===== src/rtl/snn_pkg.sv =====
// Shared types and constants for the time-multiplexed LIF neuron scheduler.
package snn_pkg;

  localparam int V_W = 8;
  localparam int MAX_NEURONS = 8;
  localparam logic [V_W-1:0] THRESH_DEFAULT = 8'd128;
  localparam int LEAK_SHIFT_DEFAULT = 3;

  typedef enum logic [1:0] {
    ST_IDLE,
    ST_UPDATE,
    ST_DONE
  } state_t;

endpackage


===== src/rtl/snn_tdm_scheduler_lif_update.sv =====
// Combinational leaky-integrate-and-fire step: scaled input, leak, saturate, fire/reset.
module lif_update
  import snn_pkg::*;
#(
  parameter logic [V_W-1:0] THRESH     = THRESH_DEFAULT,
  parameter int             LEAK_SHIFT = LEAK_SHIFT_DEFAULT
) (
  input  logic [V_W-1:0] i_v,
  input  logic [7:0]     i_in,
  input  logic [7:0]     i_w,
  output logic [V_W-1:0] o_v_next,
  output logic           o_fire
);

  logic [15:0]    w_prod;
  logic [V_W-1:0] w_p;
  logic [V_W:0]   w_sum;
  logic [V_W-1:0] w_sat;

  always_comb begin
    w_prod = {8'd0, i_in} * {8'd0, i_w};
    w_p    = w_prod[15:8];
    // v - (v >> k) never goes negative, so 9 bits hold the sum without wrap
    w_sum  = {1'b0, i_v} - {1'b0, (i_v >> LEAK_SHIFT)} + {1'b0, w_p};
    w_sat  = w_sum[V_W] ? '1 : w_sum[V_W-1:0];
    o_fire = (w_sat >= THRESH);
    o_v_next = o_fire ? '0 : w_sat;
  end

endmodule


===== src/rtl/snn_tdm_scheduler.sv =====
// N virtual LIF neurons sharing one update datapath, one neuron per cycle per tick.
// Optional feature macro: SNN_REFRACTORY_EN (one-timestep refractory period after a spike).
module snn_tdm_scheduler
  import snn_pkg::*;
#(
  parameter int             N_NEURONS  = 4,
  parameter logic [V_W-1:0] THRESH     = THRESH_DEFAULT,
  parameter int             LEAK_SHIFT = LEAK_SHIFT_DEFAULT
) (
  input  logic                 clk,
  input  logic                 rst_n,
  input  logic                 tick_i,
  input  logic [7:0]           in_i,
  input  logic                 cfg_we_i,
  input  logic [2:0]           cfg_addr_i,
  input  logic [7:0]           cfg_wdata_i,
  output logic                 busy_o,
  output logic [N_NEURONS-1:0] spike_o,
  output logic                 spike_valid_o,
  output logic                 overrun_o
);

  state_t r_state, w_state_nxt;

  logic [2:0]           r_idx;
  logic [7:0]           r_in;
  logic [N_NEURONS-1:0] r_acc;
  logic [N_NEURONS-1:0] r_spike;
  logic                 r_ovr;
  logic [V_W-1:0]       r_v [MAX_NEURONS];
  logic [7:0]           r_w [MAX_NEURONS];

  logic                 w_last;
  logic                 w_accept;
  logic                 w_drop;
  logic                 w_cfg_ok;
  logic [N_NEURONS-1:0] w_mask;
  logic [V_W-1:0]       w_v_nxt;
  logic                 w_fire;
  logic [V_W-1:0]       w_v_store;
  logic                 w_fire_eff;
  logic [N_NEURONS-1:0] w_acc_nxt;

  lif_update #(
    .THRESH     (THRESH),
    .LEAK_SHIFT (LEAK_SHIFT)
  ) u_lif (
    .i_v      (r_v[r_idx]),
    .i_in     (r_in),
    .i_w      (r_w[r_idx]),
    .o_v_next (w_v_nxt),
    .o_fire   (w_fire)
  );

`ifdef SNN_REFRACTORY_EN
  logic [N_NEURONS-1:0] r_refr;
  logic                 w_refr_hit;

  always_comb begin
    w_refr_hit = |(r_refr & w_mask);
    w_fire_eff = w_fire & ~w_refr_hit;
    w_v_store  = w_refr_hit ? '0 : w_v_nxt;
  end

  always_ff @(posedge clk or negedge rst_n) begin
    if (!rst_n) begin
      r_refr <= '0;
    end else if (r_state == ST_UPDATE) begin
      r_refr <= (r_refr & ~w_mask) | (w_fire_eff ? w_mask : '0);
    end
  end
`else
  always_comb begin
    w_fire_eff = w_fire;
    w_v_store  = w_v_nxt;
  end
`endif

  always_comb begin
    w_last    = (r_idx == 3'(N_NEURONS - 1));
    w_accept  = tick_i && (r_state == ST_IDLE);
    w_drop    = tick_i && (r_state != ST_IDLE);
    w_cfg_ok  = cfg_we_i && ({29'd0, cfg_addr_i} < 32'(N_NEURONS));
    w_mask    = {{(N_NEURONS-1){1'b0}}, 1'b1} << r_idx;
    w_acc_nxt = w_fire_eff ? (r_acc | w_mask) : r_acc;
  end

  always_ff @(posedge clk or negedge rst_n) begin
    if (!rst_n) begin
      r_state <= ST_IDLE;
    end else begin
      r_state <= w_state_nxt;
    end
  end

  always_comb begin
    w_state_nxt   = r_state;
    busy_o        = (r_state != ST_IDLE);
    spike_valid_o = 1'b0;
    case (r_state)
      ST_IDLE:   if (tick_i) w_state_nxt = ST_UPDATE;
      ST_UPDATE: if (w_last) w_state_nxt = ST_DONE;
      ST_DONE: begin
        spike_valid_o = 1'b1;
        w_state_nxt   = ST_IDLE;
      end
      default:   w_state_nxt = ST_IDLE;
    endcase
  end

  // spike_o is loaded on entry to DONE so it is stable during the valid pulse
  always_ff @(posedge clk or negedge rst_n) begin
    if (!rst_n) begin
      r_idx   <= '0;
      r_in    <= '0;
      r_acc   <= '0;
      r_spike <= '0;
      r_ovr   <= 1'b0;
      for (int unsigned i = 0; i < MAX_NEURONS; i++) begin
        r_v[i] <= '0;
        r_w[i] <= '0;
      end
    end else begin
      if (w_cfg_ok) r_w[cfg_addr_i] <= cfg_wdata_i;
      if (w_drop) r_ovr <= 1'b1;
      if (w_accept) begin
        r_in  <= in_i;
        r_idx <= '0;
        r_acc <= '0;
      end
      if (r_state == ST_UPDATE) begin
        r_v[r_idx] <= w_v_store;
        r_acc      <= w_acc_nxt;
        if (w_last) begin
          r_idx   <= '0;
          r_spike <= w_acc_nxt;
        end else begin
          r_idx <= r_idx + 3'd1;
        end
      end
    end
  end

  always_comb begin
    spike_o   = r_spike;
    overrun_o = r_ovr;
  end

endmodule


===== config.mk =====
export PLATFORM = sky130hd
export DESIGN_NAME = snn_tdm_scheduler
export DESIGN_NICKNAME = d
export VERILOG_FILES = /design/src/rtl/snn_pkg.sv /design/src/rtl/snn_tdm_scheduler_lif_update.sv /design/src/rtl/snn_tdm_scheduler.sv
export SDC_FILE = /design/constraint.sdc
export NUM_CORES = 1
export LEC_CHECK = 0
export BUFFER_PORTS_ARGS = -buffer_cell sky130_fd_sc_hd__buf_4
export CORE_MARGIN = 4
export CORE_UTILIZATION = 68
export DETAILED_ROUTE_END_ITERATION = 7
export PLACE_DENSITY = 0.95
export SYNTH_ARGS = -nofsm -noshare
export SYNTH_HDL_FRONTEND = slang
export SYNTH_SLANG_ARGS = --single-unit

===== constraint.sdc =====
create_clock -name clk -period 14.2 [get_ports clk]
set_clock_uncertainty 0.2 [all_clocks]
set_input_delay 2.84 -clock clk [delete_from_list [all_inputs] [get_ports clk]]
set_output_delay 2.84 -clock clk [all_outputs]
set_load 0.005 [all_outputs]

## Yosys cells after proc, flatten, opt, wreduce, memory -nomap -nowiden

Cells that the tools add are included.

- Register bits: 150
- Latch bits: 0
- RAM bits: 0
- Bits in read-only memories: 0
- Logic and storage cells: 75
- Memories: 0

- Add/sub/neg operators: 3
- $mul: 1
- Divide/modulo/power cells: 0
- Magnitude comparators: 6
- Eq/ne operators: 5
- Shift-type cells: 1
- Muxes and demuxes: 24
- Bitwise logic cells: 3
- Reductions and logical operators: 10

Operator list:

| kind | count |
|---|---|
| 64-bit bitwise mux | 2 |
| 8-bit two-way mux | 8 |
| 8-bit binary-select mux with 3-bit select | 2 |
| 8-bit demux with 3-bit select | 2 |
| 8-bit by 8-bit multiplier with 16-bit output | 1 |
| 4-bit two-way mux | 3 |
| 9-bit by 8-bit adder with 9-bit output | 1 |
| 3-bit two-way mux | 3 |
| 8-bit by 5-bit subtractor with 9-bit output | 1 |
| 4-bit >= comparator (second input constant) | 2 |
| 8-bit >= comparator (second input constant) | 1 |
| 4-bit by 1-bit < comparator with 1-bit output (second input constant) | 2 |
| 3-bit NOT with 4-bit output | 2 |
| 1-bit logical AND | 5 |
| 2-bit two-way mux | 2 |
| 2-bit inequality test (second input constant) | 2 |
| 4-bit bitwise OR | 1 |
| 2-bit one-hot mux with 2 select lines | 1 |
| 2-bit AND reduction | 2 |
| 2-bit nonzero test | 2 |
| 1-bit by 3-bit << shifter with 4-bit output (first input constant) | 1 |
| 3-bit by 1-bit adder with 3-bit output (second input constant) | 1 |
| 3-bit by 2-bit == test with 1-bit output (second input constant) | 1 |
| 3-bit < comparator (second input constant) | 1 |
| other kinds (4) | 4 |

## Longest topological paths before layout

Gate-level depths: netlist of the first run.

- Depth after elaboration: 10
- Gate-level depth with buffers: 32

## Modules after synthesis

From an unflattened synthesis of the first run, not the netlist that was laid out.

- Cells, all modules: 780
- Area, all modules: 9266.4 um^2

By module, submodules not included:

| module | times used | cells each | area an instance (um^2) |
|---|---|---|---|
| snn_tdm_scheduler | 1 | 461 | 6547.5 |
| lif_update | 1 | 319 | 2718.9 |

## Worst setup path before layout of the first run

No wires, ideal clock.

- Path kind: flip-flop to flip-flop
- Start point: register r_idx[2]
- End point: register r_v[61] (netlist bit)
- Arrival: 7.399 ns
- Data required time: 13.860 ns
- Slack: 6.461 ns
- Stages on the path, launching flop included: 31
- Path buffers: 5
- Clock period less this slack: 7.739 ns
- Cells stage by stage: dfrtp_1 buf_2 buf_2 buf_2 mux4_2 mux2i_1 nor2b_1 fa_1 fa_1 fa_1 inv_1 fa_1 inv_1 ha_1 a21oi_1 o21a_2 o21ai_4 a21oi_2 nor2b_1 o31a_1 fa_1 ha_1 a21o_1 a21oi_1 a21boi_1 o21ai_1 mux2i_1 o211a_1 clkbuf_1 clkbuf_1 o31ai_1

- Word-level cells in the longest chain between the ends: 10

Ends and longest elaborated chain:

| what | line | RTL |
|---|---|---|
| from (decl) | snn_tdm_scheduler.sv:25 | `logic [2:0] r_idx;` |
| from (signal assigned) | snn_tdm_scheduler.sv:138 | `r_idx <= r_idx + 3'd1;` |
| 3-bit NOT with 4-bit output (implied by the code) (*) | snn_tdm_scheduler.sv:48, snn_tdm_scheduler.sv:50, snn_tdm_scheduler.sv:132 |  |
| 8-bit binary-select mux with 3-bit select, on equally long branches | snn_tdm_scheduler.sv:50, snn_tdm_scheduler.sv:48 |  |
| 8-bit two-way mux, on equally long branches (2 in a row) | snn_tdm_scheduler.sv:50, snn_tdm_scheduler.sv:48 |  |
| 8-bit by 8-bit multiplier with 16-bit output / 8-bit by 5-bit subtractor with 9-bit output (equally long branches) | snn_tdm_scheduler_lif_update.sv:21, snn_tdm_scheduler_lif_update.sv:24 |  |
| 9-bit by 8-bit adder with 9-bit output | snn_tdm_scheduler_lif_update.sv:24 | `w_sum = {1'b0, i_v} - {1'b0, (i_v >> LEAK_SHIFT)} + {1'b0, w_p};` |
| 8-bit two-way mux | snn_tdm_scheduler_lif_update.sv:25 | `w_sat = w_sum[V_W] ? '1 : w_sum[V_W-1:0];` |
| 8-bit >= comparator | snn_tdm_scheduler_lif_update.sv:26 | `o_fire = (w_sat >= THRESH);` |
| 8-bit two-way mux | snn_tdm_scheduler_lif_update.sv:27 | `o_v_next = o_fire ? '0 : w_sat;` |
| 64-bit bitwise mux (*) | snn_tdm_scheduler.sv:132 | `r_v[r_idx] <= w_v_store;` |
| to (signal, indexed assignment) | snn_tdm_scheduler.sv:132 |  |
| to (decl) | snn_tdm_scheduler.sv:30 | `logic [V_W-1:0] r_v [MAX_NEURONS];` |

Mark *: on every way between the ends. The rest lies on a longest branch, timed or not. The select of a mux whose other input is x is not followed.
A chain may end at the register's enable or synchronous reset.

## Final worst setup path of the first run

- Start point: register r_idx[1]
- End point: register r_v[26] (netlist bit)

Same word-level chain as after synthesis.

==> summary.md, run 1 <==
| Metric | Value |
|---|---|
| Final setup viols | 0 |
| CTS H-tree depth | 4 |
| Slowest-stage cell, CP | o22ai_1 |
| Overall Global Routing Usage | 32.3% |
| Root buf cell | clkbuf_16 |
| Crit-path max cell delay | 0.61 ns |
| DR pass1 iterations | 8 |
| Tcrit/Tclk final | 67.7% |
| Slew Limit Fails | 0 |
| Commonest non-fill, non-tap cell in the layout | dfrtp_1 |
| Post-synthesis compound-gate area fraction | 11.0% |
| CTS Sinks | 150 |
| # IOs | 30 |
| DR vias/cell | 6.88 |
| GR Overflow Total | 0 |
| Flop2flop setup slack | 4.59 ns |
| GPL Wtd Cong | 0.949 |
| Max Cap Violations | 0 |
| DIE AREA | 14,900 µm² |
| Horiz. Die Dim | 122 µm |
| Post-Route WL | 22,400 µm |
| CTS max path bufs | 2 |
| Combinational family with the most area after synthesis | adder cells |
| Commonest non-fill, non-tap cells in the layout | 149 x dfrtp_1, 85 x nand2_1, 57 x o31ai_1 |
| Post-Syn Nets | 893 |
| RSZ-0062 raised after global routing | false |
| Post CTS Setup Buffer Count | 0 |
| Routed Antenna Nets | 0 |
| Prevailing post-synth register cell | dfrtp_1 |
| Post-synthesis adder-cell area fraction | 15.9% |
| CTS Buf Count | 17 |
| Clock latency on the worst-skew pair | 0.44 ns |
| Critical Path End Type | flip-flop |
| Initial Utilization | 70.0% |
| Number of library cell types mapped by synthesis | 60 |
| Clock transition at path regs | 0.06 ns |
| Core region area | 12,700 µm² |
| WHS Path Cells | 0 |
| Post-Syn Area | 8870 µm² |
| CP required | 14.27 ns |
| Measured slew at the worst slew-check pin | 1.11 ns |
| Pin count of the biggest net entering global routing | 85 |
| Detailed placement HPWL | 14,200 µm |
| Worst reg2reg path startpoint | r_idx[1]$_DFFE_PN0P_ |
| Final cell count without fillers | 958 |
| P&R area growth vs syn | 9.36% |
| CP startpoint | r_idx[1]$_DFFE_PN0P_ |
| Rows | 41 |
| Final min period | 9.61 ns |
| Port Buffers | 29 |
| Crit path max fanout | 56 |
| Crit path to | r_v[26]$_DFFE_PN0P_ |
| Hold WC Path Type | flip-flop to flip-flop |
| Post-synthesis mux area share | 12.5% |
| Ys async rst share | 100% |
| Number of antenna violations at the first check in global routing | 0 |
| XOR/XNOR Fraction of Synth Area | 1.28% |
| Startpoint types | flip-flop |
| Final hold violation count | 0 |
| # nets final | 885 |
| Antenna Cells | 0 |
| Die Ht | 122 µm |
| Worst r2r dst | r_v[26]$_DFFE_PN0P_ |
| Post-placement cell count | 926 |
| Max transition margin | 26.0% |
| FF-to-FF path depth | 29 |
| Hold Buf Count CTS | 0 |
| First-pass GRT wire length | 36,700 µm |
| Filler cells | 669 |
| F_max | 104 MHz |
| DR iter-0 viols | 1,060 |
| Share of cells above drive strength 1 | 17.8% |
| Number of global-route vias before repair | 6,964 |
| Setup TNS | 0 ns |
| CTS tree | yes |
| Gate count after technology mapping | 781 |
| Crit path arrival time | 9.68 ns |
| Routed wire per std cell | 23.3 µm |
| CP Class | flip-flop to flip-flop |
| Sequential element share of the synthesized area | 42.3% |
| Yosys warning total | 0 |
| Area fraction in and, or, nand and nor cells after synthesis | 12.0% |
| Outcome | finished clean |
| Resize count post-CTS | 0 |
| Number of flops mapped to enable cells by yosys | 0 |
| Yosys reg bits | 150 |
| Vias | 6,593 |
| CP most frequent cell | fa_1 |
| Avg Cell Area, Syn | 11.4 µm² |
| Residual DRC | 0 |
==> sequential cells by signal, summed over array words and instances (netlist names) <==
register	cells
overrun_o	1
r_acc	4
r_idx	3
r_in	8
r_state	2
r_v	64
r_w	64
spike_o	4
==> per-layer routing <==
layer	wire length [µm]	vias up	track usage [%]
li1	-	2713	-
met1	8370	3244	41.3
met2	10800	504	52.1
met3	2110	132	8.03
met4	1040	0	15.6
met5	0	-	0
==> worst max-delay path, delay by kind of cell (launching register included) <==
| kind | cells | cell delay (ns) |
|---|---|---|
| adders and majority gates | 7 | 3.34 |
| AOI/OAI and AO/OA | 13 | 3.13 |
| buffers and inverters | 5 | 1.34 |
| and+or+nand+nor | 3 | 0.75 |
| DFF | 1 | 0.33 |
| muxes | 1 | 0.31 |
==> layout make-up <==
class | count | area, µm² | area share [%]
clock buffer | 21 | 480 | 4.96
clock inverter | 11 | 111 | 1.15
inverter | 44 | 179 | 1.85
multi-input combinational | 524 | 4680 | 48.3
sequential | 150 | 3750 | 38.7
tap | 172 | 215 | 2.22
timing repair buffer | 36 | 274 | 2.83
==> cells by family (layout without fill, tap and decap cells) <==
logic type / after synthesis / count (layout)
xor gates and xnor gates: 13 / 13
buffers and inverters: 107 / 112
AOI/OAI and AO/OA: 132 / 132
and+or+nand+nor: 210 / 210
DFF: 150 / 150
adders and majority gates: 89 / 89
muxes: 80 / 80
==> worst min-delay path by stage <==
stage                              from             endpoint  slack [ns]
global placement     r_w[8]$_DFFE_PN0P_   r_w[8]$_DFFE_PN0P_        0.16
floorplan           r_w[16]$_DFFE_PN0P_  r_w[16]$_DFFE_PN0P_        0.22
CTS                 r_w[16]$_DFFE_PN0P_  r_w[16]$_DFFE_PN0P_        0.17
global route        r_w[20]$_DFFE_PN0P_  r_w[20]$_DFFE_PN0P_        0.19
finish              r_w[16]$_DFFE_PN0P_  r_w[16]$_DFFE_PN0P_        0.17
detailed placement  r_w[16]$_DFFE_PN0P_  r_w[16]$_DFFE_PN0P_        0.16
==> cell usage after synthesis, types with 5 or more instances <==
master | number | area, µm²
nand2b_1 | 10 | 62.6
a21o_1 | 5 | 37.5
clkbuf_1 | 54 | 203
a21oi_1 | 12 | 60.1
mux2i_1 | 17 | 170
o31ai_1 | 57 | 428
and2b_1 | 7 | 52.6
inv_1 | 41 | 154
mux2_2 | 43 | 484
xor2_1 | 7 | 61.3
and2_1 | 21 | 131
o21ai_1 | 5 | 25.0
nand3_1 | 9 | 45.0
ha_1 | 49 | 613
nand2_1 | 85 | 319
xnor2_1 | 6 | 52.6
buf_2 | 7 | 35.0
mux4_2 | 16 | 360
dfrtp_1 | 150 | 3750
a221oi_1 | 11 | 96.3
fa_1 | 40 | 801
nor2b_1 | 40 | 250
a22oi_1 | 6 | 45.0
nor2_1 | 24 | 90.1
o21ai_0 | 7 | 35.0
==> through the flow <==
| stage | hold WS, ns | instance area, µm² | worst slack, ns | util [%] |
|---|---|---|---|---|
| global route | 0.187 | 9700 | 4.22 | 76.5 |
| finish | 0.172 | 9700 | 4.59 | 76.5 |
| detailed placement | 0.161 | 9100 | 5.15 | 71.8 |
| floorplan | 0.221 | 8870 | 6.46 | - |
| CTS | 0.174 | 9700 | 4.85 | 76.5 |
| global placement | 0.158 | 9100 | 5.68 | 71.8 |
Power of run 1 is not shown: default switching activity piles up to over one toggle a cycle in this logic, so the estimate is an artifact.
==> run 2: changes to the inputs <==
--- a/config.mk
+++ b/config.mk
@@ -7,9 +7,9 @@
 export LEC_CHECK = 0
 export BUFFER_PORTS_ARGS = -buffer_cell sky130_fd_sc_hd__buf_4
 export CORE_MARGIN = 4
-export CORE_UTILIZATION = 68
+export CORE_UTILIZATION = 63
 export DETAILED_ROUTE_END_ITERATION = 7
-export PLACE_DENSITY = 0.95
+export PLACE_DENSITY = 0.91
 export SYNTH_ARGS = -nofsm -noshare
 export SYNTH_HDL_FRONTEND = slang
 export SYNTH_SLANG_ARGS = --single-unit
==> constraint.sdc (replaced) <==
create_clock -name clk -period 9.6 [get_ports clk]
set_clock_uncertainty 0.2 [all_clocks]
set_input_delay 1.92 -clock clk [delete_from_list [all_inputs] [get_ports clk]]
set_output_delay 1.92 -clock clk [all_outputs]
set_load 0.005 [all_outputs]
==> run 2 against run 1 <==
Compared with the run above:
- cell count grew 0.84%
- global-route usage shrank 4.1 points
- critical path depth down 2
- maximum frequency increased by 6.1%
- sequential share of layout area is 0.074 points lower
- design area grew 0.26%
- register-to-register slack worse by 4.1 ns
- die area increased by 7.4%
- wire length is 3.6% lower
==> summary.md, run 2 (synthesis gave the netlist of run 1 again) <==
| Metric | Value |
|---|---|
| Number of global-route vias before repair | 6,924 |
| Hold Buf Count CTS | 0 |
| Hold WC Path Type | flip-flop to flip-flop |
| Crit path arrival time | 9.14 ns |
| GPL Wtd Cong | 0.932 |
| GR Overflow Total | 0 |
| Max transition margin | 17.3% |
| Residual DRC | 0 |
| DR iter-0 viols | 1,027 |
| Routed Antenna Nets | 0 |
| Tcrit/Tclk final | 94.4% |
| Crit-path max cell delay | 0.67 ns |
| Die Ht | 127 µm |
| Outcome | finished clean |
| Clock transition at path regs | 0.06 ns |
| Crit path max fanout | 60 |
| Critical path buffer and inverter count | 4 |
| CTS tree | yes |
| Pin count of the biggest net entering global routing | 100 |
| CTS H-tree depth | 4 |
| Overall Global Routing Usage | 28.2% |
| Detailed placement HPWL | 13,700 µm |
| Largest registers | r_v x64, r_w x64, r_in x8 |
| Clock latency on the worst-skew pair | 0.44 ns |
| CP required | 9.68 ns |
| Critical Path End Type | flip-flop |
| Port Buffers | 29 |
| Post-Route WL | 21,600 µm |
| CTS max path bufs | 2 |
| RSZ-0062 raised after global routing | false |
| CTS Buf Count | 17 |
| Rows | 43 |
| Startpoint types | flip-flop |
| Root buf cell | clkbuf_16 |
| Final setup viols | 0 |
| Final hold violation count | 0 |
| Commonest non-fill, non-tap cells in the layout | 149 x dfrtp_1, 85 x nand2_1, 57 x o31ai_1 |
| DR pass1 iterations | 6 |
| Worst reg2reg path startpoint | r_idx[1]$_DFFE_PN0P_ |
| Setup TNS | 0 ns |
| DR vias/cell | 6.72 |
| Commonest non-fill, non-tap cell in the layout | dfrtp_1 |
| Share of cells above drive strength 1 | 17.6% |
| Slowest-stage cell, CP | mux2i_1 |
| Routed wire per std cell | 22.3 µm |
| # nets final | 885 |
| # IOs | 30 |
| Antenna Cells | 0 |
| Core region area | 13,800 µm² |
| Final min period | 9.06 ns |
| CP startpoint | r_idx[1]$_DFFE_PN0P_ |
| CP most frequent cell | fa_1 |
| Initial Utilization | 64.1% |
| Vias | 6,489 |
| Filler cells | 809 |
| CP Class | flip-flop to flip-flop |
| Max Cap Violations | 0 |
| Measured slew at the worst slew-check pin | 1.22 ns |
| F_max | 110 MHz |
| Slew Limit Fails | 0 |
| Horiz. Die Dim | 127 µm |
| First-pass GRT wire length | 35,600 µm |
| Delay-heaviest family, CP | adder cells |
| DIE AREA | 16,000 µm² |
| Hold Startpoint | r_w[16]$_DFFE_PN0P_ |
| P&R area growth vs syn | 9.64% |
| CTS Sinks | 150 |
| Number of antenna violations at the first check in global routing | 0 |
run 2: cell types whose count changed in the layout (fill, tap and decap cells not counted), sizes merged:
cell,delta
clkinv,+2
bufinv,+2
clkinvlp,-1
inv,-3
run 2: cell type report:
cell class                 count  area [µm²]  share of cell area, %
multi-input combinational    524        4690                   48.2
clock buffer                  21         450                   4.63
timing repair buffer          36         274                   2.82
clock inverter                11         148                   1.52
tap                          180         225                   2.32
inverter                      44         179                   1.84
sequential                   150        3760                   38.7
run 2: path summary, 6_finish.rpt:
kind,end,slack (ns),depth (start not counted)
min in group asynchronous,r_v[39]$_DFFE_PN0P_,1.37,1
max in group asynchronous,r_w[51]$_DFFE_PN0P_,6.62,2
worst min-delay path,r_w[16]$_DFFE_PN0P_,0.17,0
worst max-delay path,r_v[43]$_DFFE_PN0P_,0.54,27
worst max register to register,r_v[43]$_DFFE_PN0P_,0.54,27
worst min register to register,r_w[16]$_DFFE_PN0P_,0.17,0
run 2: per-stage QoR:
stage                     area, µm²  util [%]  hold slack [ns]  worst slack [ns]  std cells
final                          9720      70.3            0.166             0.538        966
after global routing           9720      70.3            0.184             0.155        966
after global placement         9120      66.0            0.158              1.04        934
after CTS                      9720      70.3            0.171             0.555        966
after floorplan                8870         -            0.221              1.86        781
after detailed placement       9120      66.0            0.158             0.656        934
run 2: per-layer routing:
layer / part of all wire, % / track usage, % / up-vias
met5: 0 / 0 / -
met1: 38 / 35.3 / 3226
met2: 49 / 46.3 / 420
met4: 4.9 / 13.5 / 0
li1: - / - / 2712
met3: 7.9 / 7.16 / 131
run 2: repair_timing:
item	CTS	global route
gates resized for setup	0	1
setup endpoints to repair	0	20
buffers inserted	0	0
run 2: worst reg2reg max path: stages (launching register included):
cell      delay [ns]
dfrtp_1         0.65
buf_4           0.31
mux4_2          0.52
mux2i_1         0.67
nor2b_1         0.15
fa_1            0.59
fa_1            0.46
fa_1            0.55
inv_1           0.05
fa_1            0.53
inv_1           0.04
ha_1            0.33
a21oi_1         0.16
o21a_2          0.18
o21ai_4         0.08
a21oi_2         0.23
nor2b_1         0.09
o31a_1          0.26
fa_1            0.47
ha_1            0.39
a21o_1          0.21
a21oi_1         0.20
a21boi_1        0.14
o21ai_1         0.22
mux2i_1         0.27
o211a_1         0.19
buf_4           0.51
o31ai_1         0.26
Power of run 2 is left out for the same reason.
